===== src/rtl/j2fam_bus_pkg.sv =====
// Shared bus definitions: DMA controller states and default bus addresses.
package j2fam_bus_pkg;

  typedef enum logic [1:0] {
    IDLE,
    HALT,
    READ,
    WRITE
  } dma_state_t;

  localparam logic [15:0] OAM_DMA_TRIGGER = 16'h4014;
  localparam logic [15:0] OAM_DATA_PORT   = 16'h2004;

endpackage


===== src/rtl/oam_dma.sv =====
// OAM DMA bus-sharing controller. In IDLE the CPU talks straight to memory.
// A completed CPU write to the trigger address makes the controller take the
// bus, stall the CPU, and copy one page to the OAM data port before handing
// the bus back.
module oam_dma
  import j2fam_bus_pkg::*;
#(
  parameter logic [15:0] TRIGGER_ADDRESS  = OAM_DMA_TRIGGER,
  parameter logic [15:0] OAM_DATA_ADDRESS = OAM_DATA_PORT,
  parameter int          TRANSFER_LENGTH  = 256
) (
  input  logic        clock_i,
  input  logic        reset_i,
  input  logic [15:0] cpu_address_i,
  input  logic [7:0]  cpu_data_i,
  input  logic        cpu_bus_read_i,
  input  logic        cpu_bus_write_i,
  output logic [7:0]  cpu_data_o,
  output logic        cpu_data_valid_o,
  output logic [15:0] mem_address_o,
  output logic [7:0]  mem_data_o,
  output logic        mem_bus_read_o,
  output logic        mem_bus_write_o,
  input  logic [7:0]  mem_data_i,
  input  logic        mem_data_valid_i,
  output logic        dma_active_o
);

  // Index of the final byte; the transfer ends after writing this one.
  localparam logic [7:0] LAST_INDEX = 8'(TRANSFER_LENGTH - 1);

  dma_state_t r_state;
  dma_state_t w_next_state;
  logic [7:0] r_page;
  logic [7:0] r_count;
  logic [7:0] r_hold;
  logic       w_trigger;

  // A trigger is only accepted once the CPU's write has actually completed.
  assign w_trigger = cpu_bus_write_i && (cpu_address_i == TRIGGER_ADDRESS)
                     && mem_data_valid_i;

  assign dma_active_o = (r_state != IDLE);

  // State register plus the page/byte-index/holding registers of the copy loop.
  always_ff @(posedge clock_i) begin
    if (reset_i) begin
      r_state <= IDLE;
      r_page  <= 8'h00;
      r_count <= 8'h00;
      r_hold  <= 8'h00;
    end else begin
      r_state <= w_next_state;
      case (r_state)
        IDLE: begin
          if (w_trigger) begin
            r_page  <= cpu_data_i;
            r_count <= 8'h00;
          end
        end
        READ: begin
          if (mem_data_valid_i) begin
            r_hold <= mem_data_i;
          end
        end
        WRITE: begin
          if (mem_data_valid_i && (r_count != LAST_INDEX)) begin
            r_count <= r_count + 8'd1;
          end
        end
        default: begin
        end
      endcase
    end
  end

  // Bus multiplexer and next-state logic, keyed on who owns the bus.
  always_comb begin
    w_next_state     = r_state;
    cpu_data_o       = mem_data_i;
    cpu_data_valid_o = 1'b0;
    mem_address_o    = 16'h0000;
    mem_data_o       = 8'h00;
    mem_bus_read_o   = 1'b0;
    mem_bus_write_o  = 1'b0;
    case (r_state)
      IDLE: begin
        mem_address_o    = cpu_address_i;
        mem_data_o       = cpu_data_i;
        mem_bus_read_o   = cpu_bus_read_i;
        mem_bus_write_o  = cpu_bus_write_i;
        cpu_data_valid_o = mem_data_valid_i;
        if (w_trigger) begin
          w_next_state = HALT;
        end
      end
      HALT: begin
        w_next_state = READ;
      end
      READ: begin
        mem_address_o  = {r_page, r_count};
        mem_bus_read_o = 1'b1;
        if (mem_data_valid_i) begin
          w_next_state = WRITE;
        end
      end
      WRITE: begin
        mem_address_o   = OAM_DATA_ADDRESS;
        mem_data_o      = r_hold;
        mem_bus_write_o = 1'b1;
        if (mem_data_valid_i) begin
          w_next_state = (r_count == LAST_INDEX) ? IDLE : READ;
        end
      end
      default: begin
        w_next_state = IDLE;
      end
    endcase
  end

endmodule

===== config.mk =====
export PLATFORM = sky130hd
export DESIGN_NAME = oam_dma
export DESIGN_NICKNAME = d
export VERILOG_FILES = /design/src/rtl/j2fam_bus_pkg.sv /design/src/rtl/oam_dma.sv
export SDC_FILE = /design/constraint.sdc
export NUM_CORES = 1
export LEC_CHECK = 0
export ABC_AREA = 1
export BUFFER_PORTS_ARGS = -buffer_cell sky130_fd_sc_hd__buf_4
export CAP_MARGIN = 10
export CORE_ASPECT_RATIO = 0.75
export CORE_MARGIN = 4
export CORE_UTILIZATION = 30
export CTS_CLUSTER_DIAMETER = 30
export DETAILED_ROUTE_END_ITERATION = 6
export GPL_TIMING_DRIVEN = 0
export PLACE_DENSITY_LB_ADDON = 0.15
export REMOVE_ABC_BUFFERS = 1
export SYNTH_ARGS = -nofsm -noshare
export SYNTH_HDL_FRONTEND = slang
export SYNTH_SLANG_ARGS = --single-unit

===== constraint.sdc =====
create_clock -name clock_i -period 1.65 [get_ports clock_i]
set_input_delay 0.165 -clock clock_i [delete_from_list [all_inputs] [get_ports clock_i]]
set_output_delay 0.165 -clock clock_i [all_outputs]
set_load 0.01 [all_outputs]

* Word level (Yosys, flattened, before mapping)
Index checks and enable logic that the tools add are counted.
** Word-level totals
- Register bits :: 26
- Bits of input ports :: 37
- Output and inout bits :: 36
- Word-level logic and storage cells :: 38
** Operators by class
- Add/sub/neg operators :: 1
- Eq/ne operators :: 10
- Multiplexer cells :: 13
- Reduce and logical (&&, ||, !) cells :: 10
** Operator list (count)
- 16-bit one-hot mux with 3 select lines :: 1
- 8-bit one-hot mux with 2 select lines :: 2
- 16-bit by 15-bit equality test with 1-bit output (second input constant) :: 1
- 8-bit two-way mux :: 2
- 8-bit by 1-bit adder with 8-bit output (second input constant) :: 1
- 8-bit equality test (second input constant) :: 1
- 2-bit two-way mux :: 4
- 2-bit inequality test (second input constant) :: 4
- 8-bit inequality test (second input constant) :: 1
- 2-bit one-hot mux with 4 select lines :: 1
- 3-bit AND reduction :: 2
- 2-bit equality test (second input constant) :: 2
- 1-bit one-hot mux with 2 select lines :: 2
- 2-bit AND reduction :: 2
- 2-bit nonzero test :: 2
- 1-bit logical AND :: 3
- 2-bit by 1-bit equality test with 1-bit output (second input constant) :: 1
- 2-bit zero test :: 1
- 1-bit two-way mux :: 1

* Depth between registers and ports, before layout
- Depth after elaboration :: 5
- Gate-level depth with buffers :: 10
- Gate-level depth less buffers :: 10

* Least setup slack after synthesis
OpenSTA, ideal clock, no wires.
- Kind :: register -> output
- Start point :: register r_state[0]
- End point :: output port mem_data_o[6]
- Arrival :: 1.356 ns
- Data required time :: 1.485 ns
- Slack :: 0.129 ns
- Cell stages (with the launch flop) :: 7
- Path buffers :: 2
- Path through :: dfxtp_1 inv_1 ha_1 buf_2 buf_2 nand2_1 a21oi_1
** On the way
- Word-level cells in the longest chain between the ends :: 2
- Elaborated cells on any way between the ends :: 3
- Classes of those cells :: 1 x eq/ne; 1 x mux; 1 x reduce/logical
** Ends and longest elaborated chain
- from (decl) :: line oam_dma.sv:32 : dma_state_t r_state;
- from (signal assigned) :: line oam_dma.sv:53 : r_state <= w_next_state;
- 2-bit equality test / 2-bit zero test (equally long branches) :: line oam_dma.sv:86 : case (r_state)
- 8-bit one-hot mux with 2 select lines (*) :: line oam_dma.sv:86
- to (decl) :: line oam_dma.sv:21 : output logic [7:0] mem_data_o,
Every way passes the cells marked *; elsewhere a longest branch is shown, timed or not.

* Final worst setup path
- Start point :: register r_state[1]
- End point :: output port mem_address_o[2]
** On the way
- Word-level cells in the longest chain between the ends :: 2
- Elaborated cells on any way between the ends :: 4
- Classes of those cells :: 2 x eq/ne; 1 x mux; 1 x reduce/logical
** Ends and longest elaborated chain
- 2-bit equality test / 2-bit zero test (equally long branches) :: line oam_dma.sv:86
- 16-bit one-hot mux with 3 select lines (*) :: line oam_dma.sv:86
- to (decl) :: line oam_dma.sv:20 : output logic [15:0] mem_address_o,
Marks and branches as above.

==> flow_metrics.env <==
export IMPL_status="finished, violations left"
export IMPL_violations="negative setup slack"
export IMPL_num_antenna_cells=0
export IMPL_netlist_area_mm2=0.00186
export IMPL_ir_worst_vdd_mv=0.480
export IMPL_cts_tree="built"
export IMPL_clockBufferDepth=2
export IMPL_synth_xor_area_frac=0.00472
export IMPL_cts_inserted_buffers=3
export IMPL_area_growth_pct=53.0
export IMPL_crit_path_start_kind="register"
export IMPL_grt_use_met3=0.0329
export IMPL_p_sw_w=0.00121
export IMPL_via_per_inst=4.69
export IMPL_grt_usage=0.165
export IMPL_wire_per_inst_um=13.8
export IMPL_clk_latency_ns=0.28
export IMPL_ant_nets=0
export IMPL_yosysUniqueCellTypes=30
export IMPL_gp_congestion=0.868
export IMPL_period_needed_ns=1.66
export IMPL_drtIter0Drc=112
export IMPL_root_buffer="clkbuf_8"
export IMPL_relSlewSlack=0.605
export IMPL_clockPowerShare=0.178
export IMPL_drv_cap=0
export IMPL_portBuffers=72
export IMPL_dr_total_vias=2187
export IMPL_seq_area_frac_synth=0.281
export IMPL_drt_total_wl_mm=6.43
export IMPL_r2r_end="r_count[0]"
export IMPL_grt_use_met2=0.261
export IMPL_core_mm2=0.00592
export IMPL_setup_tns_ns=-0.00725
export IMPL_drc=0
export IMPL_comb_power_share=0.575
export IMPL_seqPwrFrac=0.247
export IMPL_ios=73
export IMPL_grt_start_max_net_pins=20
export IMPL_fmax_mhz=603
export IMPL_use_met1=0.235
export IMPL_sw_frac_of_total=0.393
export IMPL_die_x_um=98.8
export IMPL_synth_top_family_by_area="simple AND/OR/NAND/NOR gates"
export IMPL_layout_setup_ws_ns=-0.00725
export IMPL_synth_warnings=0
export IMPL_cp_startpoint="r_state[1]"
export IMPL_cp_data_arrival_time_ns=1.49
export IMPL_place_worst_setup_slack_ns=-0.720
export IMPL_r2r_start="r_state[0]"
export IMPL_die_height_um=76.1
export IMPL_dp_hpwl_mm=4.31
export IMPL_hold_depth=3
export IMPL_ctsHoldBuffers=0
export IMPL_syn_area_per_cell_um2=5.97
export IMPL_grt_busiest_layer="met2"
export IMPL_antenna_found_initial=0
export IMPL_setup_viol=1
export IMPL_yosys_area_share_adder=0.0405
export IMPL_synth_compound_area_share=0.146
export IMPL_hold_path_endpoint="r_page[5]"
export IMPL_cts_htree_levels=1
export IMPL_rows=24
export IMPL_dieArea_mm2=0.00752
export IMPL_endpoint_kind="output pin"
export IMPL_min_period_over_period=1.00
export IMPL_first_pass_iters=4
export IMPL_grt_pass1_wl_mm=10.1
export IMPL_worstPathRequired_ns=1.48
export IMPL_grt_remaining_overflow=0
export IMPL_ys_seq_elements=26
export IMPL_synthSimpleGateAreaFrac=0.394
export IMPL_r2r_cells=9
export IMPL_clk_pin_slew_ns=0.10
export IMPL_skew_ns=0.00602
export IMPL_muxShareOfSynthArea=0
export IMPL_rsz0062_at_grt="true"
export IMPL_p_leak_nw=1.32
export IMPL_min_path_type="in2reg"
export IMPL_p_int_w=0.00187
export IMPL_finalHoldViolations=0
export IMPL_ff2ff_setup_slack_ns=0.12
export IMPL_grt_pass1_vias=2011
export IMPL_nets=432
export IMPL_tightest_slew_ns=0.591
export IMPL_fin_util=0.480
export IMPL_drive_gt1_frac=0.387
export IMPL_powerDensity_mw_per_mm2=1090
export IMPL_min_delay_start="cpu_data_i[5]"
export IMPL_netlist_instances=311
export IMPL_critPathMaxFanout=8
export IMPL_cts_sinks=26
export IMPL_drv_slew=0
export IMPL_critPathKind="reg2out"
export IMPL_start_util=0.314
## registers in the layout, summed over array words and instances, names as in the netlist
signal   flops
r_count      8
r_hold       8
r_page       8
r_state      2
## worst max-delay path, stage by stage (launching register included)
cell and delay, ns:
dfxtp_4 0.42, inv_6 0.05, ha_4 0.21, a221o_1 0.31, nand2_1 0.08, inv_2 0.04
buf_6 0.11
## area by class of cell
class	count	area [um2]
multi-input combinational	232	1250
tap	78	97.6
clock inverter	1	30.0
sequential	26	533
timing repair buffer	93	751
inverter	33	134
clock buffer	3	41.3
fill	656	3080
## how the worst max path moves through the flow
stage	to	slack (ns)	cells after the start
2_1_floorplan	r_count[7]	-0.18	7
3_3_place_gp	r_count[2]	-0.72	7
5_1_grt	mem_address_o[2]	-0.07	6
4_1_cts	mem_address_o[2]	0.006	6
3_5_place_dp	r_count[7]	-0.72	7
6_report	mem_address_o[2]	-0.007	6
## cell usage in the layout, fill, tap and decap left out, types with 2 or more instances in the layout
| master | count |
|---|---|
| nor2_1 | 45 |
| inv_6 | 2 |
| nand3_1 | 15 |
| ha_4 | 5 |
| nand2_2 | 11 |
| inv_1 | 27 |
| nand2_4 | 4 |
| o21ai_1 | 8 |
| nand2_1 | 85 |
| a21oi_2 | 13 |
| buf_4 | 85 |
| a21oi_1 | 17 |
| buf_6 | 6 |
| o21ai_0 | 9 |
| clkbuf_8 | 3 |
| dfxtp_4 | 3 |
| dfxtp_1 | 22 |
| nor3_1 | 2 |
| o21ai_2 | 2 |
| nor2_2 | 3 |
| inv_2 | 4 |
## routing by layer
metal	up-vias	share of wire	routed length, um
met3	4	0.064	414
met5	-	0	0
met2	64	0.45	2860
met4	0	0.0076	49
met1	998	0.48	3100
li1	1121	-	-
## repair_timing
action | in CTS | in global routing
cloned | 0 | 2
resized for setup | 22 | 41
setup buffers | 11 | 9
endpoints found under the setup margin | 54 | 42
pin swaps | 3 | 18
## per-stage QoR
stage	power (W)	hold WS (ns)	cell area, um2	cells
5_1_grt	0.00329	0.135	2840	466
6_report	0.00309	0.119	2840	466
4_1_cts	0.00283	0.111	2610	455
3_3_place_gp	0.00205	0.410	2370	440
3_5_place_dp	0.00205	0.410	2370	440
2_1_floorplan	0.00142	0.232	1730	290
## synthesized netlist by cell type
master | n | area (um2)
or2_1 | 1 | 6.26
and2b_2 | 1 | 8.76
dfxtp_1 | 26 | 521
and2_1 | 1 | 6.26
nand3b_1 | 1 | 7.51
o21bai_1 | 1 | 7.51
ha_1 | 6 | 75.1
nand2_1 | 94 | 353
nor2_2 | 3 | 18.8
buf_4 | 9 | 67.6
o21ai_1 | 6 | 30.0
nor2_1 | 45 | 169
inv_1 | 31 | 116
o21ai_2 | 2 | 17.5
buf_1 | 3 | 11.3
clkbuf_1 | 3 | 11.3
xnor2_1 | 1 | 8.76
nand4_1 | 1 | 6.26
nor3_1 | 2 | 10.0
a221o_1 | 1 | 10.0
o21ai_0 | 11 | 55.1
nand2_2 | 5 | 31.3
inv_2 | 2 | 7.51
a21oi_1 | 30 | 150
or2_0 | 1 | 6.26
buf_6 | 1 | 11.3
nand3_1 | 16 | 80.1
nor3_2 | 1 | 10.0
buf_2 | 5 | 25.0
nand3_4 | 1 | 17.5
## logic make-up (layout without fill, tap and decap cells)
| group | Yosys count | after routing |
|---|---|---|
| compound gates | 51 | 51 |
| simple gates | 173 | 174 |
| buf+inv | 54 | 130 |
| xor+xnor | 1 | 1 |
| flops | 26 | 26 |
| fa+ha+maj | 6 | 6 |
## power groups by stage
stage / Sequential, W / Clock [W] / Combinational (W)
global placement: 0.000750 / 0 / 0.00130
global route: 0.000771 / 0.000584 / 0.00193
floorplan: 0.000736 / 0 / 0.000688
CTS: 0.000751 / 0.000559 / 0.00152
detailed placement: 0.000753 / 0 / 0.00130
finish: 0.000764 / 0.000548 / 0.00177
Power figures use the tool's default switching activity.
